--- src/rtl/cpu_pkg.sv ---
// ============================================================================
//  Module      : cpu_pkg
//  Description : Shared encodings and default widths for the pipelined CPU.
//  Revision    : 1.0 - initial release
// ============================================================================
`default_nettype none

package cpu_pkg;

    localparam int DATA_W_DEF     = 32;
    localparam int REG_ADDR_W_DEF = 5;

    // Encoding 2'b11 is reserved and behaves as a full word access.
    typedef enum logic [1:0] {
        MEM_BYTE = 2'b00,
        MEM_HALF = 2'b01,
        MEM_WORD = 2'b10
    } mem_size_t;

endpackage : cpu_pkg

`default_nettype wire

--- src/rtl/load_align.sv ---
// ============================================================================
//  Module      : load_align
//  Description : Little-endian sub-word load extraction with zero/sign extend.
//  Revision    : 1.0 - initial release
// ============================================================================
`default_nettype none

module load_align
    import cpu_pkg::*;
#(
    parameter int DATA_W = DATA_W_DEF
) (
    input  logic [DATA_W-1:0] word,
    input  logic [1:0]        size,
    input  logic              is_unsigned,
    input  logic [1:0]        addr_lo,
    output logic [DATA_W-1:0] value
);

    logic [7:0]  w_byte;
    logic [15:0] w_half;
    logic        w_byte_fill;
    logic        w_half_fill;

    assign w_byte      = word[{addr_lo, 3'b000} +: 8];
    // Halves ignore addr_lo[0]: misaligned halves read the aligned lane.
    assign w_half      = word[{addr_lo[1], 4'b0000} +: 16];
    assign w_byte_fill = ~is_unsigned & w_byte[7];
    assign w_half_fill = ~is_unsigned & w_half[15];

    always_comb begin
        value = word;
        case (size)
            MEM_BYTE: value = {{(DATA_W-8){w_byte_fill}}, w_byte};
            MEM_HALF: value = {{(DATA_W-16){w_half_fill}}, w_half};
            default:  value = word;
        endcase
    end

endmodule : load_align

`default_nettype wire

--- src/rtl/mem_wb_pipe_reg.sv ---
// ============================================================================
//  Module      : mem_wb_pipe_reg
//  Description : MEM/WB pipeline register with stall/flush, load alignment,
//                write-back select, forwarding enable and bubble counter.
//  Revision    : 1.0 - initial release
// ============================================================================
`default_nettype none

module mem_wb_pipe_reg
    import cpu_pkg::*;
#(
    parameter int DATA_W     = DATA_W_DEF,
    parameter int REG_ADDR_W = REG_ADDR_W_DEF,
    parameter int CNT_W      = 16
) (
    input  logic                  clk,
    input  logic                  rst,
    input  logic                  stall,
    input  logic                  flush,
    input  logic                  valid_in,
    input  logic                  reg_write_in,
    input  logic                  mem_to_reg_in,
    input  logic [1:0]            mem_size_in,
    input  logic                  mem_unsigned_in,
    input  logic [1:0]            addr_lo_in,
    input  logic [DATA_W-1:0]     read_data_in,
    input  logic [DATA_W-1:0]     alu_result_in,
    input  logic [REG_ADDR_W-1:0] write_reg_in,
    output logic                  valid_out,
    output logic                  reg_write_out,
    output logic                  mem_to_reg_out,
    output logic [DATA_W-1:0]     read_data_out,
    output logic [DATA_W-1:0]     alu_result_out,
    output logic [REG_ADDR_W-1:0] write_reg_out,
    output logic [DATA_W-1:0]     wb_data_out,
    output logic                  fwd_en_out,
    output logic [CNT_W-1:0]      bubble_cnt_out
);

    logic                  r_valid;
    logic                  r_reg_write;
    logic                  r_mem_to_reg;
    logic [1:0]            r_size;
    logic                  r_unsigned;
    logic [1:0]            r_addr_lo;
    logic [DATA_W-1:0]     r_read_data;
    logic [DATA_W-1:0]     r_alu_result;
    logic [REG_ADDR_W-1:0] r_write_reg;
    logic [CNT_W-1:0]      r_bubble_cnt;

    logic                  w_valid_nxt;
    logic                  w_bubble_inc;
    logic [DATA_W-1:0]     w_load_val;

    // Flush only kills the instruction; payload fields are kept so a
    // flushed slot still shows its last data for debug visibility.
    always_ff @(posedge clk or posedge rst) begin
        if (rst) begin
            r_valid      <= 1'b0;
            r_reg_write  <= 1'b0;
            r_mem_to_reg <= 1'b0;
            r_size       <= 2'b00;
            r_unsigned   <= 1'b0;
            r_addr_lo    <= 2'b00;
            r_read_data  <= '0;
            r_alu_result <= '0;
            r_write_reg  <= '0;
        end else if (flush) begin
            r_valid      <= 1'b0;
            r_reg_write  <= 1'b0;
        end else if (!stall) begin
            r_valid      <= valid_in;
            r_reg_write  <= reg_write_in;
            r_mem_to_reg <= mem_to_reg_in;
            r_size       <= mem_size_in;
            r_unsigned   <= mem_unsigned_in;
            r_addr_lo    <= addr_lo_in;
            r_read_data  <= read_data_in;
            r_alu_result <= alu_result_in;
            r_write_reg  <= write_reg_in;
        end
    end

    assign w_valid_nxt  = flush ? 1'b0 : (stall ? r_valid : valid_in);
    assign w_bubble_inc = ~stall & ~w_valid_nxt & ~(&r_bubble_cnt);

    always_ff @(posedge clk or posedge rst) begin
        if (rst) begin
            r_bubble_cnt <= '0;
        end else if (w_bubble_inc) begin
            r_bubble_cnt <= r_bubble_cnt + 1'b1;
        end
    end

    load_align #(
        .DATA_W (DATA_W)
    ) u_load_align (
        .word        (r_read_data),
        .size        (r_size),
        .is_unsigned (r_unsigned),
        .addr_lo     (r_addr_lo),
        .value       (w_load_val)
    );

    assign valid_out      = r_valid;
    assign reg_write_out  = r_valid & r_reg_write & (r_write_reg != '0);
    assign fwd_en_out     = reg_write_out;
    assign mem_to_reg_out = r_mem_to_reg;
    assign read_data_out  = r_read_data;
    assign alu_result_out = r_alu_result;
    assign write_reg_out  = r_write_reg;
    assign wb_data_out    = r_mem_to_reg ? w_load_val : r_alu_result;
    assign bubble_cnt_out = r_bubble_cnt;

endmodule : mem_wb_pipe_reg

`default_nettype wire

--- config.mk ---
export PLATFORM = sky130hd
export DESIGN_NAME = mem_wb_pipe_reg
export DESIGN_NICKNAME = d
export VERILOG_FILES = /design/src/rtl/cpu_pkg.sv /design/src/rtl/load_align.sv /design/src/rtl/mem_wb_pipe_reg.sv
export SDC_FILE = /design/constraint.sdc
export NUM_CORES = 1
export LEC_CHECK = 0
export BUFFER_PORTS_ARGS = -buffer_cell sky130_fd_sc_hd__buf_2
export CORE_ASPECT_RATIO = 2
export CORE_UTILIZATION = 48
export CTS_CLUSTER_DIAMETER = 40
export DETAILED_ROUTE_END_ITERATION = 10
export GPL_TIMING_DRIVEN = 0
export PLACE_DENSITY_LB_ADDON = 0.1
export SYNTH_ARGS = -nofsm -noshare
export SYNTH_HDL_FRONTEND = slang
export SYNTH_HIERARCHICAL = 1
export SYNTH_SLANG_ARGS = --single-unit
--- constraint.sdc ---
create_clock -name clk -period 3.7 [get_ports clk]
set_clock_uncertainty 0.05 [all_clocks]
set_input_delay 0.37 -clock clk [delete_from_list [all_inputs] [get_ports clk]]
set_output_delay 0.37 -clock clk [all_outputs]
set_load 0.01 [all_outputs]
== Word-level counts from Yosys, hierarchy flattened ==
Index checks and enable logic that the tools add are counted.
W data, S select, Z words.

* Flip-flop bits (word level): 93
* Output and inout bits: 121

* Add/subtract/negate cells: 1
* Eq/ne operators: 2
* Shift operators: 2
* Mux-type cells: 6
* Bitwise operators: 11
* Reductions and logical operators: 4

{| class="wikitable"
|+ Operator list
! kind !! count
|-
| $pmux W32 S2 || 1
|-
| $mux W32 || 1
|-
| $shiftx A32 B6 Y16 || 1
|-
| $shiftx A32 B6 Y8 || 1
|-
| $add A16 B1 Y16 const B || 1
|-
| $reduce_and A16 Y1 || 1
|-
| $and A1 B1 Y1 || 6
|-
| $not A1 Y1 || 5
|-
| $reduce_bool A5 Y1 || 1
|-
| $mux W1 || 4
|-
| $eq A2 B1 Y1 const B || 1
|-
| $logic_not A2 Y1 || 1
|-
| $ne A2 B1 Y1 const B || 1
|-
| $reduce_and A2 Y1 || 1
|}

== Longest topological paths before layout ==
* Depth in word-level cells: 5
* Depth in mapped cells: 8
* Mapped depth without buffers: 5

== Modules after synthesis ==
The synthesis kept the hierarchy.

{| class="wikitable"
|+ Modules (own cells, without submodules)
! module !! instances !! cells an instance !! area an instance (sq um)
|-
| mem_wb_pipe_reg || 1 || 277 || 4050.1
|-
| load_align || 1 || 117 || 714.4
|}

== Worst setup path before layout ==
No wires, ideal clock.

* Path kind: register -> output
* From: register r_addr_lo[1]
* To: output wb_data_out[16]
* Data arrival time: 1.655 ns
* Required time: 3.280 ns
* Path slack: 1.625 ns
* Stages on the path, launching flop included: 8
* Path buffers: 2
* Cell sequence: dfrtp_1 > mux2_2 > a21oi_1 > and2_1 > buf_6 > buf_6 > a21oi_2 > mux2_2

* Cells in the longest elaborated chain, start to end: 4
* Elaborated cells between the ends (all ways): 6
* Classes of those cells: 2 x shift; 2 x mux; 2 x bitwise

{| class="wikitable"
|+ Ends and longest elaborated chain
! what !! line !! source
|-
| start: declaration || mem_wb_pipe_reg.sv:45 || <nowiki>logic [1:0] r_addr_lo;</nowiki>
|-
| start signal: assignment || mem_wb_pipe_reg.sv:77 || <nowiki>r_addr_lo <= addr_lo_in;</nowiki>
|-
| $shiftx A32 B6 Y16 / $shiftx A32 B6 Y8 (equally long branches) || load_align.sv:27, load_align.sv:25 ||
|-
| $and A1 B1 Y1 (on tied branches) || load_align.sv:29, load_align.sv:28 ||
|-
| $pmux W32 S2 * || load_align.sv:33 || <nowiki>case (size)</nowiki>
|-
| via w_load_val[16] || mem_wb_pipe_reg.sv:53 || <nowiki>logic [DATA_W-1:0] w_load_val;</nowiki>
|-
| $mux W32 * || mem_wb_pipe_reg.sv:112 || <nowiki>assign wb_data_out = r_mem_to_reg ? w_load_val : r_alu_result;</nowiki>
|-
| end: declaration || mem_wb_pipe_reg.sv:35 || <nowiki>output logic [DATA_W-1:0] wb_data_out,</nowiki>
|}

Mark *: on every way through the listed nets, which the timed path passes. The rest lies on a longest branch.

== Worst setup path after layout ==
* From: register r_addr_lo[0]
* To: output wb_data_out[14]

* Cells in the longest elaborated chain, start to end: 4

{| class="wikitable"
|+ Ends and longest elaborated chain
! what !! line !! source
|-
| $shiftx A32 B6 Y8 || load_align.sv:25 || <nowiki>assign w_byte = word[{addr_lo, 3'b000} +: 8];</nowiki>
|-
| $and A1 B1 Y1 || load_align.sv:28 || <nowiki>assign w_byte_fill = ~is_unsigned & w_byte[7];</nowiki>
|-
| $pmux W32 S2 || load_align.sv:33 ||
|-
| via w_load_val[14] || mem_wb_pipe_reg.sv:53 ||
|-
| $mux W32 || mem_wb_pipe_reg.sv:112 ||
|}

The timed path passes the listed nets, and every way through them passes these cells.

==> parameters.txt <==
Parameter                              Value

Placement
  Dpl cell area    5970 µm²
  Dpl cells    728
  Setup Slack @ Placement    1.27 ns
  Half-perimeter wire length after placement    10.6 mm
  Placer Congestion    0.804
  Input/output buffers    201

Pwr
  Switching Fraction    0.324
  Combinational group share of total power    0.321
  Clock group share of total power    0.290
  Leak Pwr    3.02 nW
  Highest ir drop seen on vdd    394 µV
  Portion of total power attributed to sequential cells    0.389
  Total power density per cell area    564 nW/µm²
  Power consumption    3.55 mW
  Switch Pwr    1.15 mW
  Internal portion of total power    2.40 mW

Clock tree
  Root cell of the clock tree    clkbuf_16
  Number of buffers created by CTS    9
  Total number of H-tree levels    3
  Post-CTS Setup Repair Bufs    0
  Clock-pin slew on the worst setup and hold paths    0.06 ns
  Clock tree from TritonCTS    yes
  Insertion delay of the later-clocked pin in the worst-skew pair    0.34 ns
  Number of buffers on the longest clock path    2
  Sinks on Clock Net    93

Final layout
  Final cell count without fillers    743
  Leading cell types in the layout, fill and taps excluded    buf_2, mux2_2, dfrtp_1, nand2_1, a21oi_1
  # nets final    690
  Final non-filler cell area    6300 µm²
  Leading cell type in the layout, fill and taps excluded    buf_2
  P&R area growth vs syn    32.3%
  Final core utilization    0.650
  Antenna cells    0
  Share of post-route cells with drive strength above 1    0.596

Floorplanning
  Initial core utilization    0.491
  Placeable core region    9700 µm²
  Die Y-Extent    143 µm
  I/O pin count    202
  Area of the die    10400 µm²
  Number of standard-cell rows in the floorplan    51
  Die Wd    72.5 µm

Logic synthesis
  Most used DFF post-synth    dfrtp_1
  Sequential share of the synthesized area    0.488
  Unique masters post-synth    40
  Synthesized flop and latch total    93
  Library cell occupying the most area in the post-synthesis netlist    dfrtp_1
  Post-synthesis async set-or-reset flop share    1.00
  Mapped Cells    394
  Dominant cells by area after synthesis    dfrtp_1, mux2_2, xor2_1
  Count of synthesis-stage warnings from yosys    6
  Netlist area before placement    4760 µm²
  Number of enable flip-flop cells after synthesis    0
  Mapped Nets    476
  Post-Syn Area per Cell    12.1 µm²
  Yosys top cell area share    0.488

Global routing
  Via count of the first global-routing pass    4010
  Overflow left after global routing    0
  Global-route wire length before repair    20.5 mm
  Total track usage    0.268
  Largest net degree at the start of global routing    67
  Initial antenna violation count    0

STA
  Final worst-path cycle share    0.757
  Final-report setup violation count    0
  Max-slew violation total from the final report    0
  Worst setup margin    0.899 ns
  Slew at the pin with the worst max-slew slack    0.804 ns
  Final Hold Vio Count    0
  Max frequency    0.357 GHz
  Post-layout min period    2.80 ns
  Setup repair after global routing missed its margin    no
  Setup Total Neg Slack    0 ns
  Headroom to the max-slew limit    0.464
  Worst hold slack    0.173 ns

Critical path
  Arr. time, crit path    2.38 ns
  Largest fanout on the critical path    8
  Critical Path Start Type    register
  Nature of the critical path endpoint    output pin
  Endpoint required time on the critical path    3.28 ns
  Kind of critical path    register to output pin

Routing
  Detailed-route wire length per cell    18.1 µm
  Number of remaining DRC errors    0
  Number of iterations in the first detailed-routing pass    4
  Wire length reported by the detailed router    13.5 mm
  Via/cell ratio    5.27
  Number of routed nets with antenna violations    0
  Via total after detailed routing    3913
  Initial detailed-routing violation count    134

Run status
  Status    finished, final reports clean

Min path
  Worst hold path class    input pin to register

Job
  Max-Cap Viols    0
==> kinds of logic after synthesis <==
| group | count (synthesis) | share of synthesized area |
|---|---|---|
| AOI/OAI and AO/OA | 56 | 0.0759 |
| muxes | 121 | 0.286 |
| buffers and inverters | 30 | 0.0305 |
| adders and majority gates | 1 | 0.00263 |
| DFF | 93 | 0.488 |
| and+or+nand+nor | 79 | 0.0909 |
| xor gates and xnor gates | 14 | 0.0257 |
==> routing by layer <==
layer | vias up | global-route usage | share of wire
met3 | 25 | 0.0423 | 0.043
met4 | 0 | 0.161 | 0.040
li1 | 1853 | - | -
met5 | - | 0 | 0
met1 | 1881 | 0.274 | 0.36
met2 | 154 | 0.494 | 0.56
==> power by group through the flow <==
stage | Clock (mW) | Sequential, mW | Combinational [mW]
2_1_floorplan | 0 | 1.43 | 0.620
3_3_place_gp | 0 | 1.39 | 1.12
3_5_place_dp | 0 | 1.40 | 1.14
4_1_cts | 1.05 | 1.38 | 1.15
5_1_grt | 1.08 | 1.41 | 1.24
6_report | 1.03 | 1.38 | 1.14
==> sequential cells by signal, indices dropped and copies added (netlist names) <==
register and count:
r_size 2, bubble_cnt_out 16, valid_out 1, mem_to_reg_out 1
read_data_out 32, r_unsigned 1, r_addr_lo 2, write_reg_out 5
alu_result_out 32, r_reg_write 1
==> final timing paths <==
check,startpoint,endpoint,slack [ns],cells after the start
worst max-delay path,r_addr_lo[0]$_DFFE_PP0P_,wb_data_out[14],0.90,5
worst min-delay path,flush,r_reg_write$_DFFE_PP0P_,0.17,2
worst max register to register,bubble_cnt_out[0]$_DFFE_PP0P_,bubble_cnt_out[1]$_DFFE_PP0P_,1.63,5
worst min register to register,bubble_cnt_out[15]$_DFFE_PP0P_,bubble_cnt_out[15]$_DFFE_PP0P_,0.46,1
max in group asynchronous,rst,read_data_out[1]$_DFFE_PP0P_,2.43,4
min in group asynchronous,rst,bubble_cnt_out[11]$_DFFE_PP0P_,0.51,3
==> what timing repair did <==
| action | in CTS | in global routing |
|---|---|---|
| hold endpoints to repair | 27 | 0 |
| gates resized for setup | 0 | 0 |
| hold buffers | 1 | 0 |
==> synthesized netlist by cell type, types with 2 or more instances <==
library cell	number
mux2_2	117
dfrtp_1	93
nand2_1	29
a21oi_1	22
xor2_1	14
buf_2	11
a21oi_2	10
clkbuf_1	10
nor2b_1	10
o21ai_0	9
a22oi_1	8
nor4_1	7
nor3_1	6
nand3_1	5
nor2_1	5
buf_1	3
inv_1	3
mux2i_1	3
nand4_1	3
and3_1	2
buf_6	2
nand4_2	2
nor3b_1	2
nor4b_1	2
==> critical path, cell delays in order, from the launching register on <==
cell	delay (ns)
dfrtp_1	0.43
mux2_2	0.36
a31oi_1	0.59
a21oi_1	0.21
mux2_2	0.31
buf_2	0.14
==> final cells by class <==
| class | count | area [µm²] |
|---|---|---|
| inverters | 3 | 13.8 |
| plain buffers | 27 | 134 |
| repair buffers | 203 | 1040 |
| multi-input cells | 271 | 2290 |
| flip-flops and latches | 93 | 2330 |
| clock buffers | 10 | 229 |
| clock inverters | 4 | 98.8 |
| fillers | 843 | 3400 |
| well taps | 132 | 165 |
No activity file was read; power rests on OpenSTA's default activity.
